==> config.mk <==
export PLATFORM = sky130hd
export DESIGN_NAME = hazard_ctrl
export DESIGN_NICKNAME = d
export VERILOG_FILES = /design/src/rtl/hazard_ctrl.sv
export SDC_FILE = /design/constraint.sdc
export NUM_CORES = 1
export LEC_CHECK = 0
export BUFFER_PORTS_ARGS = -buffer_cell sky130_fd_sc_hd__buf_2
export CAP_MARGIN = 20
export CORE_ASPECT_RATIO = 1.1
export CORE_MARGIN = 1
export CORE_UTILIZATION = 42
export CTS_CLUSTER_DIAMETER = 200
export DETAILED_ROUTE_END_ITERATION = 8
export PLACE_DENSITY = 0.8
export SLEW_MARGIN = 5
export SYNTH_ARGS = -nofsm -noshare
export SYNTH_HDL_FRONTEND = slang
export SYNTH_SLANG_ARGS = --single-unit
==> constraint.sdc <==
create_clock -name clk -period 1.55 [get_ports clk]
set_input_delay 0.0775 -clock clk [delete_from_list [all_inputs] [get_ports clk]]
set_output_delay 0.0775 -clock clk [all_outputs]
set_load 0.01 [all_outputs]
==> src/rtl/hazard_ctrl.sv <==
// hazard_ctrl: pipeline sequencing controller for the 5-stage RV32I core.
//
// Produces stall and flush strobes for the PC, IF/ID, ID/EX, EX/MEM and MEM/WB
// registers. It handles load-use hazards, taken branches and jumps, and
// multi-cycle instruction-fetch and data-memory waits. After a redirect it
// tracks a stale fetch that is still in flight, and it runs a watchdog on
// data-memory busy periods.
//
// Optional feature macro: HAZARD_PERF_EN
//   defined   : StallCnt and FlushCnt count the cycles with StallF=1 and FlushD=1.
//   undefined : StallCnt and FlushCnt are tied to 0 and no counter flops exist.
//
// Ports:
//   clk, rst          core clock; asynchronous active-high reset
//   Rs1D, Rs2D        source registers of the instruction in D
//   IFID_valid        D holds a real instruction
//   RdE, LoadE        destination register in E, and whether E holds a load
//   PCSrcE            taken branch or jump resolved in E
//   ImemReadyF        instruction memory returns InstrF this cycle
//   DmemBusyM         data memory not done; M must hold
//   StallF/StallD/FlushD/StallE/FlushE/StallM/FlushW   pipeline strobes
//   BusErr            sticky data-memory watchdog error
//   StallCnt/FlushCnt performance counters (0 unless HAZARD_PERF_EN)
module hazard_ctrl #(
  parameter int MEM_TIMEOUT = 255,
  parameter int TW          = $clog2(MEM_TIMEOUT + 1),
  parameter int PERF_W      = 32
) (
  input  logic              clk,
  input  logic              rst,
  input  logic [4:0]        Rs1D,
  input  logic [4:0]        Rs2D,
  input  logic              IFID_valid,
  input  logic [4:0]        RdE,
  input  logic              LoadE,
  input  logic              PCSrcE,
  input  logic              ImemReadyF,
  input  logic              DmemBusyM,
  output logic              StallF,
  output logic              StallD,
  output logic              FlushD,
  output logic              StallE,
  output logic              FlushE,
  output logic              StallM,
  output logic              FlushW,
  output logic              BusErr,
  output logic [PERF_W-1:0] StallCnt,
  output logic [PERF_W-1:0] FlushCnt
);

  typedef enum logic [1:0] {RUN, DROP, MEM_WAIT} state_t;

  localparam logic [TW:0]   TIMEOUT_W = (TW+1)'(MEM_TIMEOUT);
  localparam logic [TW-1:0] TIMEOUT_Q = TW'(MEM_TIMEOUT);

  state_t        state_q, state_d, eff_state;
  logic          drop_q, drop_d;
  logic [TW-1:0] wd_q, wd_d;
  logic [TW:0]   wd_inc;
  logic          buserr_q, buserr_d;
  logic          err_now;
  logic          lw_stall;
  logic          stall_f, stall_d, flush_d, stall_e, flush_e, stall_m, flush_w;

  always_ff @(posedge clk or posedge rst) begin
    if (rst) begin
      state_q  <= RUN;
      drop_q   <= 1'b0;
      wd_q     <= '0;
      buserr_q <= 1'b0;
    end else begin
      state_q  <= state_d;
      drop_q   <= drop_d;
      wd_q     <= wd_d;
      buserr_q <= buserr_d;
    end
  end

  always_comb begin
    state_d  = state_q;
    drop_d   = drop_q;
    wd_d     = wd_q;
    buserr_d = buserr_q;
    err_now  = 1'b0;
    stall_f  = 1'b0;
    stall_d  = 1'b0;
    flush_d  = 1'b0;
    stall_e  = 1'b0;
    flush_e  = 1'b0;
    stall_m  = 1'b0;
    flush_w  = 1'b0;

    lw_stall = LoadE & (RdE != 5'd0) & IFID_valid & ((RdE == Rs1D) | (RdE == Rs2D));
    wd_inc   = {1'b0, wd_q} + {{TW{1'b0}}, 1'b1};

    // The cycle busy drops is handled as if already in the state being returned to.
    eff_state = state_q;
    if (state_q == MEM_WAIT) eff_state = drop_q ? DROP : RUN;

    if (DmemBusyM) begin
      stall_f = 1'b1;
      stall_d = 1'b1;
      stall_e = 1'b1;
      stall_m = 1'b1;
      flush_w = 1'b1;
      // The watchdog counts every busy cycle, including the one that enters
      // MEM_WAIT, so the error shows in the cycle the count reaches the limit.
      err_now  = (wd_inc >= TIMEOUT_W);
      buserr_d = buserr_q | err_now;
      wd_d     = err_now ? TIMEOUT_Q : wd_inc[TW-1:0];
      if (state_q != MEM_WAIT) begin
        drop_d  = (state_q == DROP);
        state_d = MEM_WAIT;
      end
    end else begin
      wd_d   = '0;
      drop_d = 1'b0;
      case (eff_state)
        RUN: begin
          state_d = RUN;
          if (PCSrcE) begin
            flush_d = 1'b1;
            flush_e = 1'b1;
            // The wrong-path fetch is still outstanding and must be discarded.
            if (!ImemReadyF) state_d = DROP;
          end else if (lw_stall) begin
            // StallD wins over the fetch bubble, even while fetch is waiting.
            stall_f = 1'b1;
            stall_d = 1'b1;
            flush_e = 1'b1;
          end else if (!ImemReadyF) begin
            stall_f = 1'b1;
            flush_d = 1'b1;
          end
        end
        DROP: begin
          stall_f = 1'b1;
          flush_d = 1'b1;
          if (PCSrcE) flush_e = 1'b1;
          if (lw_stall) begin
            stall_d = 1'b1;
            flush_e = 1'b1;
            flush_d = 1'b0;
          end
          if (PCSrcE)          state_d = DROP;
          else if (ImemReadyF) state_d = RUN;
          else                 state_d = DROP;
        end
        default: state_d = RUN;
      endcase
    end
  end

  assign StallF = ~rst & stall_f;
  assign StallD = ~rst & stall_d;
  assign FlushD = ~rst & flush_d;
  assign StallE = ~rst & stall_e;
  assign FlushE = ~rst & flush_e;
  assign StallM = ~rst & stall_m;
  assign FlushW = ~rst & flush_w;
  assign BusErr = ~rst & (buserr_q | err_now);

`ifdef HAZARD_PERF_EN
  logic [PERF_W-1:0] stall_cnt_q, flush_cnt_q;

  always_ff @(posedge clk or posedge rst) begin
    if (rst) begin
      stall_cnt_q <= '0;
      flush_cnt_q <= '0;
    end else begin
      if (StallF) stall_cnt_q <= stall_cnt_q + PERF_W'(1);
      if (FlushD) flush_cnt_q <= flush_cnt_q + PERF_W'(1);
    end
  end

  assign StallCnt = stall_cnt_q;
  assign FlushCnt = flush_cnt_q;
`else
  assign StallCnt = '0;
  assign FlushCnt = '0;
`endif

endmodule

## Word-level counts from Yosys, hierarchy flattened

Index checks and enable logic that the tools add are counted.

| storage, ports and cells | value |
|---|---|
| word-level logic and storage cells | 61 |
| flip-flop bits (word level) | 12 |
| output and inout port bits | 72 |

| cells by class | value |
|---|---|
| muxes and demuxes | 33 |
| bitwise gates (word level) | 13 |
| eq/ne operators | 7 |
| add/sub/neg operators | 1 |
| reduce and logical (&&, ||, !) cells | 2 |
| magnitude comparators | 1 |

Operators with widths:

| cell | number |
|---|---|
| $mux W1 | 22 |
| $mux W8 | 2 |
| $eq A5 B5 Y1 | 2 |
| $add A8 B1 Y9 const B | 1 |
| $and A1 B1 Y1 | 9 |
| $ge A9 B8 Y1 const B | 1 |
| $mux W2 | 4 |
| $pmux W1 S2 | 4 |
| $reduce_bool A5 Y1 | 1 |
| $eq A2 B1 Y1 const B | 2 |
| $pmux W2 S2 | 1 |
| $or A1 B1 Y1 | 3 |
| $eq A2 B2 Y1 const B | 1 |
| $logic_not A2 Y1 | 1 |
| $ne A2 B1 Y1 const B | 1 |
| $ne A2 B2 Y1 const B | 1 |
| $not A1 Y1 | 1 |

## Longest topological paths before layout

Gate-level depths: netlist (run 1).

| depth | value |
|---|---|
| depth in word-level cells | 9 |
| mapped depth | 5 |
| mapped depth without buffers | 5 |

## Least setup slack after synthesis (run 1)

OpenSTA, ideal clock, no wires.

| timing path | value |
|---|---|
| path type | register to output |
| start point | register wd_q[0] |
| end point | output port BusErr |
| slack | 0.069 ns |
| arrival time | 1.404 ns |
| stages on the path, launching flop included | 6 |
| buffers on the path | 0 |
| path through | dfrtp_1 ha_1 nand3_1 o21a_1 o2111ai_1 o31ai_1 |

| between the ends | value |
|---|---|
| cells in the longest elaborated chain, start to end | 5 |

Ends and longest elaborated chain:

| what | line | source |
|---|---|---|
| start, declared | 58 | `logic [TW-1:0] wd_q, wd_d;` |
| start signal, assigned | 74 | `wd_q <= wd_d;` |
| $add A8 B1 Y9 | 94 | `wd_inc = {1'b0, wd_q} + {{TW{1'b0}}, 1'b1};` |
| $ge A9 B8 Y1 | 108 | `err_now = (wd_inc >= TIMEOUT_W);` |
| $mux W1 | 100 | `if (DmemBusyM) begin` |
| $or A1 B1 Y1 | 161 | `assign BusErr = ~rst & (buserr_q \| err_now);` |
| $and A1 B1 Y1 | 161 |  |
| end, declared | 46 | `output logic BusErr,` |

Every way passes these cells.

## Worst setup path in the final report (run 1)

| timing path | value |
|---|---|
| start point | register wd_q[1] |
| end point | output port BusErr |

The elaborated chain is that of the path after synthesis.

==> results.md, run 1 <==
- Placed cell areas: 1323 um^2
- DRC Markers: 0
- Final net count: roughly 240
- Post-Syn Instances: between 150 and 200
- Clk_skew: around 0.87 ps
- CP required: between 1000 and 1500 ps
- Maximum achievable frequency: between 500 and 600 MHz
- Final cycle utilization of the critical path: 117.0%
- ANT cells: 0
- Wire length per cell: roughly 11 um
- CTS clk-pin slew, worst paths: roughly 80 ps
- Via/cell ratio: between 4 and 5
- Share of cells above drive strength 1: ~37%
- Hold depth: 1
- Worst reg-to-reg path cell count: 7
- Total global routing overflow: 0
- Final Wtd Congestion: about 0.83
- Yosys warning count: 0
- Setup tns final: -740.7 ps
- Num CTS Buffers: 3
- Post-route cell area: 1660 um^2
- H-tree Lvls: 1
- # Max-Cap Violations: 0
- Syn Std Cell Area: about 1400 um^2
- CP Capture Type: output pin
- FP Rows: 21
- Area contributors post-synth: buf_4, dfrtp_1, xor2_1, xnor2_1, inv_1
- Initial Utilization: between 40% and 50%
- Power Dens Cells: between 500 and 600 nW/um^2
- Top FF cell, synth: dfrtp_1
- Clock Latency Late Sink: between 200 and 300 ps
- Largest net degree at the start of global routing: 15
- Hold crit path type: in2reg
- RSZ-0062 raised after global routing: yes
- Sequential share of the synthesized area: a little over a fifth
- Failing checks: negative setup slack
- Max-slew violation count: 0
- CTS tree: done
- Crit path kind: reg2out
- Min cycle time layout: around 1800 ps
- First-pass GRT wire length: ~3.9 mm
- Avg Cell Area, Syn: between 8 and 9 um^2
- Data arrival, critical path: 1740 ps
- Drt pass-1 iters: 4
- Final Power: a little under 900 uW
- Die height: about 62 um
- Clock Sinks: 12
- Yosys top cell by area: buf_4
- Number of flops mapped to enable cells by yosys: 0
- I/O Buffers: 29
- LEAKAGE: ~0.00086 uW
- Most frequent cells in the layout: conb_1, buf_2, buf_4, xor2_1, nor2_1
- Commonest non-fill, non-tap cell in the layout: conb_1
- Die area: 3498 um^2
- Vias in the first global route: 929
- Final Hold Violating Endpoints: 0
- All-layer global routing usage: 14.17%
- Core Util, Final: between 50% and 60%
- Antenna violations before repair: 0
- Vias: 1,080
- I/O pin cnt: 94
- Final setup vio count: 7
- Critical path launch point type: register
- Bufs on Longest Clock Path: 2
- Core area: just over 3000 um^2
- Cell variety after synth: 36
- Status: finished with violations
- Die width: about 56 um
- Root buf cell: clkbuf_4
- Worst VDD drop: around 0.64 mV
- Total Wirelength: 2.683 mm
- Synth Register Bits: 12
- Yosys top cell area share: a little over a third
- ANT nets after route: 0
- Initial drt markers: 27
- Critical path fanouts, max: 4
- Ys async rst share: between 90% and 100%
- # fillers: 277
- Layout overhead on the synthesized area: 21.08%
- PnR worst setup slack: -263.8 ps
- DP HPWL: 1.691 mm
-- routing by layer --
layer	track usage, %	routed length, um
met4	5.923	28
met5	0	0
met1	14.85	1078
met3	1.863	119
met2	28.91	1457
-- cell families (layout without fill, tap and decap cells) --
| group | after synthesis | count (layout) | share of synthesized area, % |
|---|---|---|---|
| other cells | 1 | 64 | 0.2735 |
| flops | 12 | 12 | 21.90 |
| compound gates | 31 | 31 | 17.43 |
| buf+inv | 77 | 65 | 39.14 |
| mux | 1 | 1 | 0.7300 |
| simple gates | 28 | 28 | 9.764 |
| fa+ha+maj | 2 | 2 | 1.825 |
| xor+xnor | 14 | 14 | 8.941 |
-- metrics by stage --
step           setup slack [ps]  hold WS [ps]  instances
3_3_place_gp              24.51         169.5        228
5_1_grt                  -325.6         67.47        251
6_report                 -263.8         69.52        251
4_1_cts                  -266.2         58.80        244
3_5_place_dp              6.102         172.8        228
2_1_floorplan             68.71        -35.71        229
-- critical path, stage by stage, from the launching register on --
cell      delay [ps]
dfrtp_2          440
buf_4            150
nand3_4          120
buf_4            190
o311ai_4         310
o31ai_1          110
buf_2            140
-- cell usage after synthesis (all sizes together), types with 2 or more instances --
library cell  count
buf              66
dfrtp            12
xor2             10
inv               9
nand2             8
nor2              8
a21oi             6
o21ai             5
nor3              4
o21bai            4
xnor2             4
a2111o            2
a21o              2
clkbuf            2
ha                2
nand2b            2
nand3             2
o211ai            2
-- power breakdown --
group | internal (uW) | switching, uW | total [uW]
clock network | 143 | 111 | 254
registers | 324 | 19.7 | 344
logic | 107 | 172 | 280
total | 574 | 303 | 878
-- flip-flops by register name, indices dropped and copies added, names as in the netlist --
name and count:
buserr_q 1, drop_q 1, state_q 2, wd_q 8
-- path summary, 6_finish.rpt --
kind                       slack [ps]    endpoint       from
hold / removal                     70  state_q[1]  DmemBusyM
min in group asynchronous         430     wd_q[5]        rst
setup reg to reg                 -130     wd_q[1]    wd_q[1]
hold reg to reg                   480    buserr_q   buserr_q
setup / recovery                 -260      BusErr    wd_q[1]
max in group asynchronous         970     wd_q[1]        rst
-- area by class of cell --
type                    count  area, um^2  area share, %
well taps                  34       42.54          2.562
multi-input cells         140       909.6          54.79
inverters                   9       33.78          2.035
flip-flops and latches     12       306.5          18.46
repair buffers             52       331.6          19.97
clock buffers               4       36.28          2.185
-- what timing repair did --
item / in CTS / in global routing
gates cloned: 0 / 0
setup endpoints to repair: 6 / 10
buffers inserted: 11 / 7
hold endpoints to repair: 12 / 0
pin swaps: 8 / 11
hold buffers: 1 / 0
resized for setup: 18 / 13
Note: power is estimated with default switching activity, not from simulation.
==> inputs of run 2 (changes only) <==
==> constraint.sdc (replaced) <==
create_clock -name clk -period 1.86 [get_ports clk]
set_input_delay 0.093 -clock clk [delete_from_list [all_inputs] [get_ports clk]]
set_output_delay 0.093 -clock clk [all_outputs]
set_load 0.01 [all_outputs]
==> run 2 against run 1 <==
Compared with the run above: sequential share of layout area up 1.8 points; clock power down 18%; combinational power down 28%; total power down 21%; die area unchanged; clock skew up 3.9 ps; wire length down 9.7%; cell count down 6.0%; highest routed layer unchanged; non-clock buffer count down 15; the run still ends with negative setup slack left; first-iteration DRC count down 37%; via count down 4.3%.
==> results.md, run 2 (synthesis results as in run 1) <==
- Status: finished with violations (unchanged)
- Failing checks: negative setup slack (unchanged)
- Drt pass-1 iters: 4 (unchanged)
- Wire length per cell: 10.27 um (was 10.69 um)
- Commonest non-fill, non-tap cell in the layout: conb_1 (unchanged)
- Die area: 3498 um^2 (unchanged)
- Final Power: 697.5 uW (was 877.7 uW)
- Routed metal-1 wirelength: 953 um (was 1.078 mm)
- Final net count: 227 (was 242)
- Core area: 3074 um^2 (unchanged)
- Final cycle utilization of the critical path: 102.9%
- Crit path kind: reg2out (unchanged)
- Maximum achievable frequency: 522.3 MHz
- WHS: 79.27 ps (was 69.52 ps)
- Largest registers: wd_q (8), state_q (2) (unchanged)
- All-layer global routing usage: 13.03% (was 14.17%)
- Via/cell ratio: 4.381 (was 4.303)
- Core Util, Final: 48.92% (was 54.01%)
- Clock Latency Late Sink: 280 ps (about the same)
- Post-placement cell count: 225 (was 228)
- Largest Register: wd_q (unchanged)
- Max-slew violation count: 0 (unchanged)
- RSZ-0062 raised after global routing: yes (unchanged)
- Clock network fraction of total power: 29.8% (was 29.0%)
- Clk_skew: 4.779 ps (was 0.8673 ps)
- ANT cells: 0 (unchanged)
- Vias: 1,034 (was 1,080)
- FP Rows: 21 (unchanged)
- ANT nets after route: 0 (unchanged)
- PnR worst setup slack: -54.69 ps (was -263.8 ps)
- Largest net degree at the start of global routing: 15 (unchanged)
- Initial drt markers: 17 (was 27)
- Min cycle time layout: roughly 1900 ps
- Hold crit path type: in2reg (unchanged)
- Vias in the first global route: 857 (was 929)
- Critical path fanouts, max: 4 (unchanged)
- Total global routing overflow: 0 (unchanged)
- Share of cells above drive strength 1: 29.70% (was 37.33%)
- Initial Utilization: 44.61% (unchanged)
- First-pass GRT wire length: 3.615 mm (was 3.857 mm)
- Root buf cell: clkbuf_4 (unchanged)
- H-tree Lvls: 1 (unchanged)
- I/O Buffers: 29 (unchanged)
- LEAKAGE: 0.0008090 uW (was 0.0008616 uW)
- DR top layer: met4 (unchanged)
- Die width: 56.48 um (unchanged)
- Final Hold Violating Endpoints: 0 (unchanged)
- Num CTS Buffers: 3 (unchanged)
- Max FFs per register: 8 (unchanged)
- Total Wirelength: 2.423 mm (was 2.683 mm)
- CP Capture Type: output pin (unchanged)
- Bufs on Longest Clock Path: 2 (unchanged)
- Cell Int Power: 457.0 uW (was 574.4 uW)
- Worst VDD drop: 0.4449 mV (was 0.6377 mV)
- Layout overhead on the synthesized area: 9.671% (was 21.08%)
- Net Sw Frac: 34.48% (was 34.55%)
- Critical path launch point type: register (unchanged)
- Most frequent cells in the layout: conb_1, buf_2, xor2_1, dfrtp_1 (was conb_1, buf_2, buf_4, xor2_1, nor2_1)
- Die height: 61.93 um (unchanged)
- Comb pwr share: 28.9% (was 31.9%)
- Final Wtd Congestion: 0.8731 (was 0.8341)
- I/O pin cnt: 94 (unchanged)
- Final setup vio count: 1 (was 7)
- Antenna violations before repair: 0 (unchanged)
- CTS clk-pin slew, worst paths: 80 ps (about the same)
- # Max-Cap Violations: 0 (unchanged)
- Cell Count, Final, Fillers Out: 236 (was 251)
- CTS tree: done (unchanged)
- DR WL met2: 1.310 mm (was 1.457 mm)
- Met3 routed WL: 139 um (was 119 um)
- Data arrival, critical path: 1820 ps (was 1740 ps)
- Clock Sinks: 12 (unchanged)
- DP HPWL: 1.725 mm (was 1.691 mm)
- Flop pwr share: 41.3% (was 39.2%)
- Power Dens Cells: 463.8 nW/um^2 (was 528.6 nW/um^2)
- CP required: 1770 ps (was 1470 ps)
- DRC Markers: 0 (unchanged)
- # fillers: 293 (was 277)
- Sw Pwr: 240.5 uW (was 303.3 uW)
[run 2: changes by cell type in the layout (fill, tap and decap cells not counted), sizes merged]
| cell | previous run | this run |
|---|---|---|
| buf | 51 | 36 |
[run 2: power groups by stage]
| stage | clock, uW | sequential, uW | combinational [uW] |
|---|---|---|---|
| 2_1_floorplan | 0 | 281 | 232 |
| 3_3_place_gp | 0 | 283 | 181 |
| 3_5_place_dp | 0 | 283 | 182 |
| 4_1_cts | 211 | 279 | 186 |
| 5_1_grt | 225 | 289 | 228 |
| 6_report | 208 | 288 | 201 |
[run 2: timing repair]
action                                 in CTS  in global routing
cloned                                      0                  0
hold buffers                                1                  0
setup buffers                               3                  3
resized for setup                           8                 13
pin swaps                                   4                  7
setup endpoints to repair                   1                  1
endpoints found under the hold margin      12                  0
[run 2: through the flow]
| stage | area [um^2] | setup slack, ps | TNS [ps] |
|---|---|---|---|
| 4_1_cts | 1411 | 14.59 | 0 |
| 3_3_place_gp | 1300 | 240.9 | 0 |
| 2_1_floorplan | 1608 | 363.2 | 0 |
| 5_1_grt | 1504 | -199.4 | -199.4 |
| 6_report | 1504 | -54.69 | -54.69 |
| 3_5_place_dp | 1300 | 240.1 | 0 |
[run 2: layer usage]
metal	track usage [%]	up-vias
met5	0	-
met4	4.181	0
met2	25.21	53
met1	15.33	480
met3	1.449	3
li1	-	498
[run 2: final cells by class]
type | instances | area (um^2) | share of cell area, %
Clock buffer | 4 | 36.28 | 2.413
Inverter | 9 | 33.78 | 2.246
Sequential cell | 12 | 304.0 | 20.22
Tap cell | 34 | 42.54 | 2.829
Multi-Input combinational cell | 140 | 879.6 | 58.49
Timing Repair Buffer | 37 | 207.7 | 13.81
[run 2: path summary, 6_finish.rpt]
check | from | slack [ps] | depth (start not counted) | endpoint
max in group asynchronous | rst | 1240 | 4 | wd_q[0]
setup / recovery | wd_q[0] | -50 | 6 | BusErr
min in group asynchronous | rst | 440 | 4 | drop_q
setup reg to reg | wd_q[1] | 270 | 6 | buserr_q
hold / removal | DmemBusyM | 80 | 1 | state_q[1]
hold reg to reg | buserr_q | 490 | 2 | buserr_q
[run 2: critical path, cell delays in order, from the launching register on]
cell,delay (ps)
dfrtp_2,480
inv_2,100
ha_4,210
o21bai_2,180
o2111ai_2,170
o31ai_1,250
buf_2,160
